==> src/rtl/dfh_chain_walker.sv <==
// Device Feature Header list walker: follows nxt_dfh_offset links from a base
// address with 64-bit CSR reads, streams each header and reports typed status.
module dfh_chain_walker #(
  parameter int ADDR_W      = 32,
  parameter int MAX_DFH     = 32,
  parameter int TIMEOUT_CYC = 1024,
  localparam int CNT_W      = $clog2(MAX_DFH + 1)
) (
  input  logic              clk,
  input  logic              rst,
  input  logic              start,
  input  logic [ADDR_W-1:0] base_addr,
  output logic              rd_req_valid,
  input  logic              rd_req_ready,
  output logic [ADDR_W-1:0] rd_req_addr,
  input  logic              rd_rsp_valid,
  input  logic [63:0]       rd_rsp_data,
  output logic              busy,
  output logic              done,
  output logic              err,
  output logic [2:0]        err_code,
  output logic              entry_valid,
  output logic [CNT_W-1:0]  entry_idx,
  output logic [ADDR_W-1:0] entry_addr,
  output logic [63:0]       entry_dfh,
  output logic [CNT_W-1:0]  dfh_count,
  output logic [2:0]        dbg_state
);

  localparam int TMR_W = (TIMEOUT_CYC > 2) ? $clog2(TIMEOUT_CYC) : 1;
  localparam int SUM_W = ((ADDR_W > 24) ? ADDR_W : 24) + 1;

  localparam logic [2:0] ERR_TIMEOUT  = 3'd1;
  localparam logic [2:0] ERR_MAXLEN   = 3'd2;
  localparam logic [2:0] ERR_ADDR_OVF = 3'd3;
  localparam logic [2:0] ERR_MISALIGN = 3'd4;

  typedef enum logic [2:0] {
    S_IDLE = 3'd0,
    S_REQ  = 3'd1,
    S_WAIT = 3'd2,
    S_DONE = 3'd3,
    S_ERR  = 3'd4
  } state_t;

  state_t            state_q, state_d;
  logic [ADDR_W-1:0] cur_q, cur_d;
  logic [TMR_W-1:0]  tmr_q, tmr_d;
  logic [2:0]        code_q, code_d;
  logic [CNT_W-1:0]  cnt_q, cnt_d;
  logic              ev_q, ev_d;
  logic [CNT_W-1:0]  eidx_q, eidx_d;
  logic [ADDR_W-1:0] eaddr_q, eaddr_d;
  logic [63:0]       edfh_q, edfh_d;

  logic [23:0]       nxt_off;
  logic              eol;
  logic [SUM_W-1:0]  sum;
  logic              ovf;
  logic [CNT_W-1:0]  cnt_inc;

  assign nxt_off = rd_rsp_data[39:16];
  assign eol     = rd_rsp_data[40];
  // Wide sum so any carry beyond the address space is visible.
  assign sum     = SUM_W'(cur_q) + SUM_W'(nxt_off);
  assign ovf     = |sum[SUM_W-1:ADDR_W];
  assign cnt_inc = (cnt_q == CNT_W'(MAX_DFH)) ? cnt_q : cnt_q + 1'b1;

  always_ff @(posedge clk or posedge rst) begin
    if (rst) begin
      state_q <= S_IDLE;
      cur_q   <= '0;
      tmr_q   <= '0;
      code_q  <= '0;
      cnt_q   <= '0;
      ev_q    <= 1'b0;
      eidx_q  <= '0;
      eaddr_q <= '0;
      edfh_q  <= '0;
    end else begin
      state_q <= state_d;
      cur_q   <= cur_d;
      tmr_q   <= tmr_d;
      code_q  <= code_d;
      cnt_q   <= cnt_d;
      ev_q    <= ev_d;
      eidx_q  <= eidx_d;
      eaddr_q <= eaddr_d;
      edfh_q  <= edfh_d;
    end
  end

  // Read port: a request transfers on a cycle with rd_req_valid && rd_req_ready;
  // valid and address stay stable until then. Responses carry no ready and are
  // consumed only while the single outstanding read is pending (S_WAIT).
  always_comb begin
    state_d = state_q;
    cur_d   = cur_q;
    tmr_d   = tmr_q;
    code_d  = code_q;
    cnt_d   = cnt_q;
    ev_d    = 1'b0;
    eidx_d  = eidx_q;
    eaddr_d = eaddr_q;
    edfh_d  = edfh_q;
    case (state_q)
      S_IDLE, S_DONE, S_ERR: begin
        if (start) begin
          cur_d  = base_addr;
          code_d = '0;
          cnt_d  = '0;
          if (base_addr[2:0] != 3'd0) begin
            state_d = S_ERR;
            code_d  = ERR_MISALIGN;
          end else begin
            state_d = S_REQ;
          end
        end
      end
      S_REQ: begin
        if (rd_req_ready) begin
          state_d = S_WAIT;
          tmr_d   = '0;
        end
      end
      S_WAIT: begin
        if (rd_rsp_valid) begin
          ev_d    = 1'b1;
          eidx_d  = cnt_q;
          eaddr_d = cur_q;
          edfh_d  = rd_rsp_data;
          cnt_d   = cnt_inc;
          // The header is always reported, even when it ends the walk.
          if (eol || (nxt_off == 24'd0)) begin
            state_d = S_DONE;
          end else if (cnt_q == CNT_W'(MAX_DFH - 1)) begin
            state_d = S_ERR;
            code_d  = ERR_MAXLEN;
          end else if (nxt_off[2:0] != 3'd0) begin
            state_d = S_ERR;
            code_d  = ERR_MISALIGN;
          end else if (ovf) begin
            state_d = S_ERR;
            code_d  = ERR_ADDR_OVF;
          end else begin
            cur_d   = sum[ADDR_W-1:0];
            state_d = S_REQ;
          end
        end else if (tmr_q == TMR_W'(TIMEOUT_CYC - 1)) begin
          state_d = S_ERR;
          code_d  = ERR_TIMEOUT;
        end else begin
          tmr_d = tmr_q + 1'b1;
        end
      end
      default: state_d = S_IDLE;
    endcase
  end

  assign rd_req_valid = (state_q == S_REQ);
  assign rd_req_addr  = cur_q;
  assign busy         = (state_q == S_REQ) || (state_q == S_WAIT);
  assign done         = (state_q == S_DONE);
  assign err          = (state_q == S_ERR);
  assign err_code     = code_q;
  assign entry_valid  = ev_q;
  assign entry_idx    = eidx_q;
  assign entry_addr   = eaddr_q;
  assign entry_dfh    = edfh_q;
  assign dfh_count    = cnt_q;
  assign dbg_state    = state_q;

endmodule

==> config.mk <==
export PLATFORM = sky130hd
export DESIGN_NAME = dfh_chain_walker
export DESIGN_NICKNAME = d
export VERILOG_FILES = /design/src/rtl/dfh_chain_walker.sv
export SDC_FILE = /design/constraint.sdc
export NUM_CORES = 1
export LEC_CHECK = 0
export ABC_AREA = 1
export ABC_CLOCK_PERIOD_IN_PS = 16000
export CAP_MARGIN = 15
export CORE_AREA = 2 2 133 135
export DETAILED_ROUTE_END_ITERATION = 16
export DIE_AREA = 0 0 135 137
export PLACE_DENSITY = 0.95
export SLEW_MARGIN = 40
export SYNTH_ARGS = -nofsm -noshare
export SYNTH_HDL_FRONTEND = slang
export SYNTH_SLANG_ARGS = --single-unit
==> constraint.sdc <==
create_clock -name clk -period 16 [get_ports clk]
set_input_delay 4 -clock clk [delete_from_list [all_inputs] [get_ports clk]]
set_output_delay 4 -clock clk [all_outputs]
set_load 0.03 [all_outputs]
Word level (Yosys, flattened, before mapping). Cells that the tools add are included.

Flip-flop bits (word level): 157. Output and inout bits: 151.

Add/subtract/negate cells: 3. Eq/ne operators: 20. Mux-type cells: 36. Reductions and logical operators: 15.

Operators by type and width (number): 32-bit 2-to-1 mux (6); 32-bit one-hot mux with 2 select lines (1); 3-bit 2-to-1 mux (17); 32-bit by 24-bit adder with 33-bit output (1); 10-bit 2-to-1 mux (3); 24-bit logical NOT (1); 10-bit one-hot mux with 2 select lines (1); 6-bit 2-to-1 mux (3); 2-bit != test (second input constant) (9); 6-bit one-hot mux with 2 select lines (1); 10-bit by 1-bit adder with 10-bit output (second input constant) (1); 10-bit == test (second input constant) (1); 3-bit one-hot mux with 3 select lines (1); 4-bit AND reduction (2); 7-bit AND reduction (1); 6-bit by 1-bit adder with 6-bit output (second input constant) (1); 3-bit by 2-bit == test with 1-bit output (second input constant) (2); 6-bit by 5-bit == test with 1-bit output (second input constant) (1); 6-bit == test (second input constant) (1); 3-bit != test (second input constant) (2); 3-bit one-hot mux with 2 select lines (1); 3-bit nonzero test (2); 5-bit != test (second input constant) (1); 5-bit AND reduction (1); 10 further kinds (13).

Depth between registers and ports, before layout.
Word-level depth: 7. Gate-level depth with buffers: 16. Gate-level depth less buffers: 15.

Least setup slack after synthesis. OpenSTA, ideal clock, no wires.

Kind: input-to-reg. From: input port rd_rsp_data[16]. To: register cur_q[12] (netlist: rd_req_addr[12]). Library setup time: 0.126 ns. Arrival: 5.656 ns. Required time: 15.874 ns. Path slack: 10.218 ns. Stages: 16. Path buffers: 2. Cells stage by stage: ha_1 > fa_1 > nand2_1 > nand2_1 > nand3_1 > nand2_2 > nand2_2 > nand2_2 > nand2_1 > nand2_1 > nand2_1 > nand2_2 > buf_6 > buf_6 > nand2_1 > o21ai_0.

Cells in the longest elaborated chain, start to end: 7. Elaborated cells between the ends (all ways): 14. Classes of those cells: add/sub: 1; eq/ne: 3; mux: 6; reduce/logical: 4.

RTL lines: start, declared (RTL line 17) `input logic [63:0] rd_rsp_data,`; 32-bit by 24-bit adder with 33-bit output (RTL line 65) `assign sum = SUM_W'(cur_q) + SUM_W'(nxt_off);`; 32-bit 2-to-1 mux (RTL line 142) `end else if (ovf) begin`; 32-bit 2-to-1 mux (RTL line 139) `end else if (nxt_off[2:0] != 3'd0) begin`; 32-bit 2-to-1 mux (RTL line 136) `end else if (cnt_q == CNT_W'(MAX_DFH - 1)) begin`; 32-bit 2-to-1 mux (RTL line 134) `if (eol || (nxt_off == 24'd0)) begin`; 32-bit 2-to-1 mux (RTL line 127) `if (rd_rsp_valid) begin`; 32-bit one-hot mux with 2 select lines (RTL line 106) `case (state_q)`; end signal, assigned (RTL line 82) `cur_q <= cur_d;`; end, declared (RTL line 47) `logic [ADDR_W-1:0] cur_q, cur_d;`.

Several ways; a longest one is shown, not always the timed one. The select of a mux whose other input is x is not followed. A chain may end at the register's enable or synchronous reset.

Worst setup path after layout.
From: input port rd_rsp_data[16]. To: register cur_q[9] (netlist: rd_req_addr[9]).

Same word-level chain as after synthesis.

==> flow_metrics.env <==
export IMPL_initial_core_util_pct=52.3
export IMPL_grt_overflow_total=0
export IMPL_clkLatencyLatePin_ns=0.44
export IMPL_seqCellArea_um2=3930
export IMPL_ys_seq_area_share_pct=44.1
export IMPL_clock_skew_ns=0.0150
export IMPL_hold_viol=0
export IMPL_p_seq_share_pct=30.5
export IMPL_post_cts_setup_buffer_count=0
export IMPL_crit_required_ns=16.35
export IMPL_grt_first_pass_wirelength_um=45500
export IMPL_pwr_share_comb_pct=49.9
export IMPL_power_switching_uw=969
export IMPL_clock_root_buffer="clkbuf_16"
export IMPL_cts_tree="done"
export IMPL_fp_dieH_um=137
export IMPL_path_cells="clkdlybuf4s50_1 -> ha_1 -> fa_1 -> nand2_1 -> nand2_1 -> nand3_1 -> nand2_2 -> nand2_2 -> nand2_2 -> nand2_1 -> nand2_1 -> nand2_1 -> nand2_2 -> inv_4 -> nand2_1 -> o21ai_1"
export IMPL_syn_area_um2=8910
export IMPL_hold_ws_ns=0.474
export IMPL_worst_slack_ns=9.41
export IMPL_synth_warning_count=0
export IMPL_crit_buf_inv=2
export IMPL_cts_sinks=157
export IMPL_final_layout_size_suffix_gt1_share_pct=3.85
export IMPL_rsz0062_at_grt="false"
export IMPL_drt_wl_total_um=29200
export IMPL_vias_per_cell=5.37
export IMPL_drv_cap=0
export IMPL_p_int_uw=1120
export IMPL_cp_max_fo=36
export IMPL_power_leakage_uw=0.00620
export IMPL_die_width_um=135
export IMPL_p_per_area_nw_per_um2=171
export IMPL_drtIter0Drc=812
export IMPL_hp_class="flip-flop to flip-flop"
export IMPL_synth_distinct_cells=37
export IMPL_endpoint="rd_req_addr[9]"
export IMPL_area_growth_pct=36.7
export IMPL_cts_max_level=4
export IMPL_critPathCaptureType="flip-flop"
export IMPL_hpwl_um=21800
export IMPL_finalCritPeriodShare_pct=41.2
export IMPL_fill_cells=1307
export IMPL_worstSetupPathType="input pin to flip-flop"
export IMPL_synth_flop_cell="dfrtp_1"
export IMPL_rr_worst_depth=12
export IMPL_reg2reg_to="rd_req_addr[9]"
export IMPL_multiInputGateArea_um2=4210
export IMPL_netlist_instances=1284
export IMPL_vias=9442
export IMPL_final_area_um2=12200
export IMPL_rr_startpoint="dbg_state[0]"
export IMPL_syn_area_per_cell_um2=6.94
export IMPL_layout_common_cells="nand2_1 (558), clkdlybuf4s50_1 (251), dfrtp_1 (157)"
export IMPL_tightest_slew_ns=0.766
export IMPL_max_stage_delay_ns=0.46
export IMPL_fmax_ghz=0.152
export IMPL_relSlewSlack_pct=48.5
export IMPL_crit_path_frequent_cell="nand2_1"
export IMPL_core_um2=17100
export IMPL_antennaDiodeCount=0
export IMPL_synth_seq_cells=157
export IMPL_grt_usage_pct=31.7
export IMPL_status="finished, final reports clean"
export IMPL_place_ws_ns=9.06
export IMPL_place_gp_congestion=0.995
export IMPL_synth_async_reset_ratio_pct=100
export IMPL_rows=48
export IMPL_ant_nets=0
export IMPL_drt_pass1_iterations=6
export IMPL_dpl_instance_area_um2=11600
export IMPL_drc=0
export IMPL_drv_slew=0
export IMPL_dieArea_um2=18500
export IMPL_sw_frac_of_total_pct=46.4
export IMPL_min_period_ns=6.59
export IMPL_cp_depth=16
export IMPL_crit_family="simple AND/OR/NAND/NOR gates"
export IMPL_antenna_found_initial=0
export IMPL_ir_worst_vdd_uv=93.3
export IMPL_critical_path_slowest_cell="inv_4"
export IMPL_r2r_setup_slack_ns=11.89
export IMPL_clkSlewWorstSetupHoldPaths_ns=0.07
export IMPL_wl_per_cell_um=16.6
export IMPL_cp_startpoint="rd_rsp_data[16]"
export IMPL_holdBufCountCts=0
export IMPL_max_clock_path_buffers=2
export IMPL_cp_start_kind="input pin"
export IMPL_crit_arrival_ns=6.94
export IMPL_final_nets=1648
export IMPL_final_common_cell="nand2_1"
export IMPL_clkPwrFrac_pct=19.6
export IMPL_io_pins=252
export IMPL_grt_pass1_vias=8922
export IMPL_grt_max_degree=119
export IMPL_port_buffers=251
export IMPL_syn_nets=1413
export IMPL_cts_buffers=17
export IMPL_fin_tns_setup_ns=0
export IMPL_cts_resized=0
export IMPL_setup_viol=0
export IMPL_synth_edff_count=0
state kept, by name, indices dropped and copies added (netlist names):
name / cells
dfh_count: 6
entry_valid: 1
entry_dfh: 64
tmr_q: 10
rd_req_addr: 32
err_code: 3
entry_addr: 32
entry_idx: 6
dbg_state: 3
synthesized netlist by cell type, drive strengths merged (2+ instances only):
master | n | area, um^2
nand2 | 567 | 2150
inv | 161 | 607
dfrtp | 157 | 3930
o21ai | 87 | 435
nor2 | 82 | 318
nand3 | 66 | 340
a21oi | 32 | 160
ha | 27 | 338
buf | 24 | 130
nand4 | 18 | 113
nor3 | 17 | 95.1
clkbuf | 14 | 52.6
xor2 | 6 | 52.6
o31ai | 5 | 37.5
nand3b | 4 | 30.0
a31oi | 2 | 12.5
nand2b | 2 | 12.5
nor4 | 2 | 12.5
o21bai | 2 | 15.0
or2 | 2 | 12.5
cells by family after synthesis:
| family | share of synthesized area (%) |
|---|---|
| flops | 44.1 |
| buf+inv | 8.86 |
| simple gates | 34.7 |
| fa+ha+maj | 4.01 |
| xor+xnor | 0.688 |
| compound gates | 7.66 |
layer usage:
metal	global-route usage (%)	up-vias	routed length [um]
li1	-	4490	-
met1	39.6	4384	11700
met2	52.6	464	13800
met3	6.11	104	2420
met4	16.1	0	1310
met5	0	-	0
worst register-to-register path: stages (launching register included):
cell and delay, ns:
dfrtp_1 0.44, inv_1 0.15, nand3_4 0.39, inv_2 0.13, buf_4 0.49, nand2_4 0.45, inv_4 0.58, nand2_1 0.13
o21ai_1 0.21, nand2_2 0.37, inv_4 0.46, nand2_1 0.11, o21ai_1 0.12
per-stage QoR:
step           total power (uW)  instances  utilization, %
6_report                   2090       1757            71.4
5_1_grt                    2200       1757            71.4
4_1_cts                    2080       1757            71.4
3_5_place_dp               1670       1725            67.8
3_3_place_gp               1640       1725            67.8
2_1_floorplan              1250       1284               -
power by group through the flow:
stage / logic [uW] / clock network, uW / registers [uW]
2_1_floorplan: 392 / 0 / 854
4_1_cts: 1030 / 409 / 634
3_5_place_dp: 1030 / 0 / 640
3_3_place_gp: 1000 / 0 / 634
5_1_grt: 1130 / 426 / 650
6_report: 1040 / 410 / 637
area by class of cell:
cell class              count  area share (%)
repair buffers            254            20.9
clock buffers              17            3.49
well taps                 225            2.31
clock inverters            15            1.45
multi-input cells         928            34.6
inverters                 161            5.06
flip-flops and latches    157            32.2
worst min-delay path by stage:
stage	startpoint	end	slack [ns]	cells after the start
3_5_place_dp	err_code[0]	err_code[0]	0.46	2
5_1_grt	entry_addr[20]	entry_addr[20]	0.50	2
3_3_place_gp	err_code[2]	err_code[2]	0.46	2
2_1_floorplan	tmr_q[7]	tmr_q[7]	0.47	2
6_report	err_code[0]	err_code[0]	0.47	2
4_1_cts	err_code[0]	err_code[0]	0.48	2
Note: power is estimated with default switching activity, not from simulation.
==> patch: new RTL, config.mk and constraints unchanged <==
Set the parameter `MAX_DFH` to 128 (it was 32).
--- a/src/rtl/dfh_chain_walker.sv
+++ b/src/rtl/dfh_chain_walker.sv
@@ -2,7 +2,7 @@
 // address with 64-bit CSR reads, streams each header and reports typed status.
 module dfh_chain_walker #(
   parameter int ADDR_W      = 32,
-  parameter int MAX_DFH     = 32,
+  parameter int MAX_DFH     = 128,
   parameter int TIMEOUT_CYC = 1024,
   localparam int CNT_W      = $clog2(MAX_DFH + 1)
 ) (
Interface: changed (resized dfh_count and entry_idx); port bits go from 252 to 256. The function was not compared with the original's and may differ.
==> patch against the unedited design <==
- wire length down 1.2%
- final area up 3.8%
- sequential cell count up 4
- register-to-register slack better by 570 ps
- setup slack worse by 120 ps
- core utilization up 2.7 points
- power up 21%
- count of clock-buffer cells in the layout unchanged
- synthesized area up 5.7%
- sequential share of layout area down 0.38 points
- combinational power up 37%
- critical path depth down 3
- first-iteration DRC count up 4.4%
- cell count up 4.3%
- largest cell class unchanged
- largest power group unchanged
==> patch: results (changes against the unedited design) <==
metric,value,unit,change
synthesis.nets,1484,,was 1413
p_clk_frac,0.152,,was 0.196
drt-vias-per-instance,5.324,,was 5.374
drive_gt1_frac,0.06168,,was 0.03851
groute.usage.overall,0.3063,,was 0.3168
antenna_found_initial,2,,was 0
fillCellCount,1280,,was 1307
synth_common_cells,"nand2_1 (622), dfrtp_1 (161), inv_1 (155)",,"was nand2_1 (559), dfrtp_1 (157), inv_1 (157)"
seq_area_frac_synth,0.4276,,was 0.4407
synth-compound-area-share,0.05485,,was 0.07663
switching_power,1.220,mW,was 0.9691 mW
use_met2,0.5302,,was 0.5257
synth_warnings,0,,unchanged
place_area,12070,um2,was 11570 um2
synthDistinctLibCells,39,,was 37
drt_iter0_markers,848,,was 812
nNetsFinal,1722,,was 1648
detail_route.wl_per_cell,15.76,um,was 16.64 um
clock-root-buffer,clkbuf_16,,unchanged
synth_xor_area_frac,0.007437,,was 0.006877
critPathArrivalTime,7030,ps,was 6940 ps
port_buffers,255,,was 251
ir_drop,0.0001133,V,was 0.00009329 V
p_leak,6.461,nW,was 6.197 nW
largest_reg_flops,64,,unchanged
cts.repair.resized,0,,unchanged
grt_max_degree,98,,was 119
place_ws,8657,ps,was 9061 ps
use_met1,0.3744,,was 0.3963
status,finished clean,,unchanged
grt_use_met3,0.06185,,was 0.06111
grt.overflow.total,0,,unchanged
routabilityCongestion,0.9358,,was 0.9947
drt_pass1_iterations,7,,was 6
hp-class,reg -> reg,,unchanged
synth.area.top_cells,"dfrtp_1 (43%), nand2_1 (25%), inv_1 (6.2%), nand3_1 (4.0%), ha_1 (3.6%)",,"was dfrtp_1 (44%), nand2_1 (24%), inv_1 (6.6%), o21ai_0 (4.1%), ha_1 (3.8%)"
p_seq_frac,0.287,,was 0.305
grt_pass1_wl,44.51,mm,was 45.53 mm
maxSlewHeadroom,0.5592,,was 0.4855
hpwlAfterDp,21.37,mm,was 21.83 mm
worstPathMaxFanout,79,,was 36
netSwitchingFraction,0.4815,,was 0.4640
skew,11.52,ps,was 14.95 ps
grt_pass1_vias,9031,,was 8922
synth_flop_cell,dfrtp_1,,unchanged
synth_fa_ha_area_frac,0.03798,,was 0.04014
[patch: cell types whose count changed after synthesis, moves of 6 or more]
cell	before	now
o21ai_0	73	56
or2_2	1	17
nand3_2	2	15
o21ai_1	14	0
nand3_1	64	76
nand4_1	18	12
nand2_1	559	622
[patch: layout make-up]
| cell class | count | area (um2) | area share |
|---|---|---|---|
| Antenna cell | 2 | 5.005 | 0.0003959 |
| Clock inverter | 14 | 123.9 | 0.009799 |
| Multi-Input combinational cell | 990 | 4559 | 0.3607 |
| Clock buffer | 17 | 425.4 | 0.03365 |
| Tap cell | 225 | 281.5 | 0.02227 |
| Inverter | 165 | 634.4 | 0.05018 |
| Sequential cell | 161 | 4029 | 0.3187 |
| Timing Repair Buffer | 258 | 2582 | 0.2043 |
[patch: final timing paths]
kind	start	endpoint	slack [ps]	depth (start not counted)
setup reg to reg	dbg_state[2]	err_code[2]	12460	14
hold reg to reg	entry_dfh[63]	entry_dfh[63]	470	2
hold / removal	entry_dfh[63]	entry_dfh[63]	470	2
setup / recovery	rd_rsp_valid	tmr_q[5]	9290	13
min in group asynchronous	rst	entry_dfh[12]	4100	2
max in group asynchronous	rst	rd_req_addr[21]	10870	3
[patch: stage by stage]
stage	instances	utilization
floorplan	1355	-
global placement	1799	0.7075
detailed placement	1799	0.7076
CTS	1830	0.7398
global route	1832	0.7411
finish	1832	0.7411
[patch: critical path, stage by stage]
cell and delay (ps):
clkdlybuf4s50_1 410, inv_1 170, nor2_8 60, buf_6 290
inv_4 560, buf_4 620, nand2_2 130, nor2_4 170
nand2_4 120, nor3b_2 230, nand3_1 90, nand2_1 60
nor2_1 40
[patch: routing by layer]
layer / vias to the layer above / part of all wire
met2: 479 / 0.49
met1: 4523 / 0.39
li1: 4663 / -
met4: 0 / 0.039
met5: - / 0
met3: 89 / 0.079
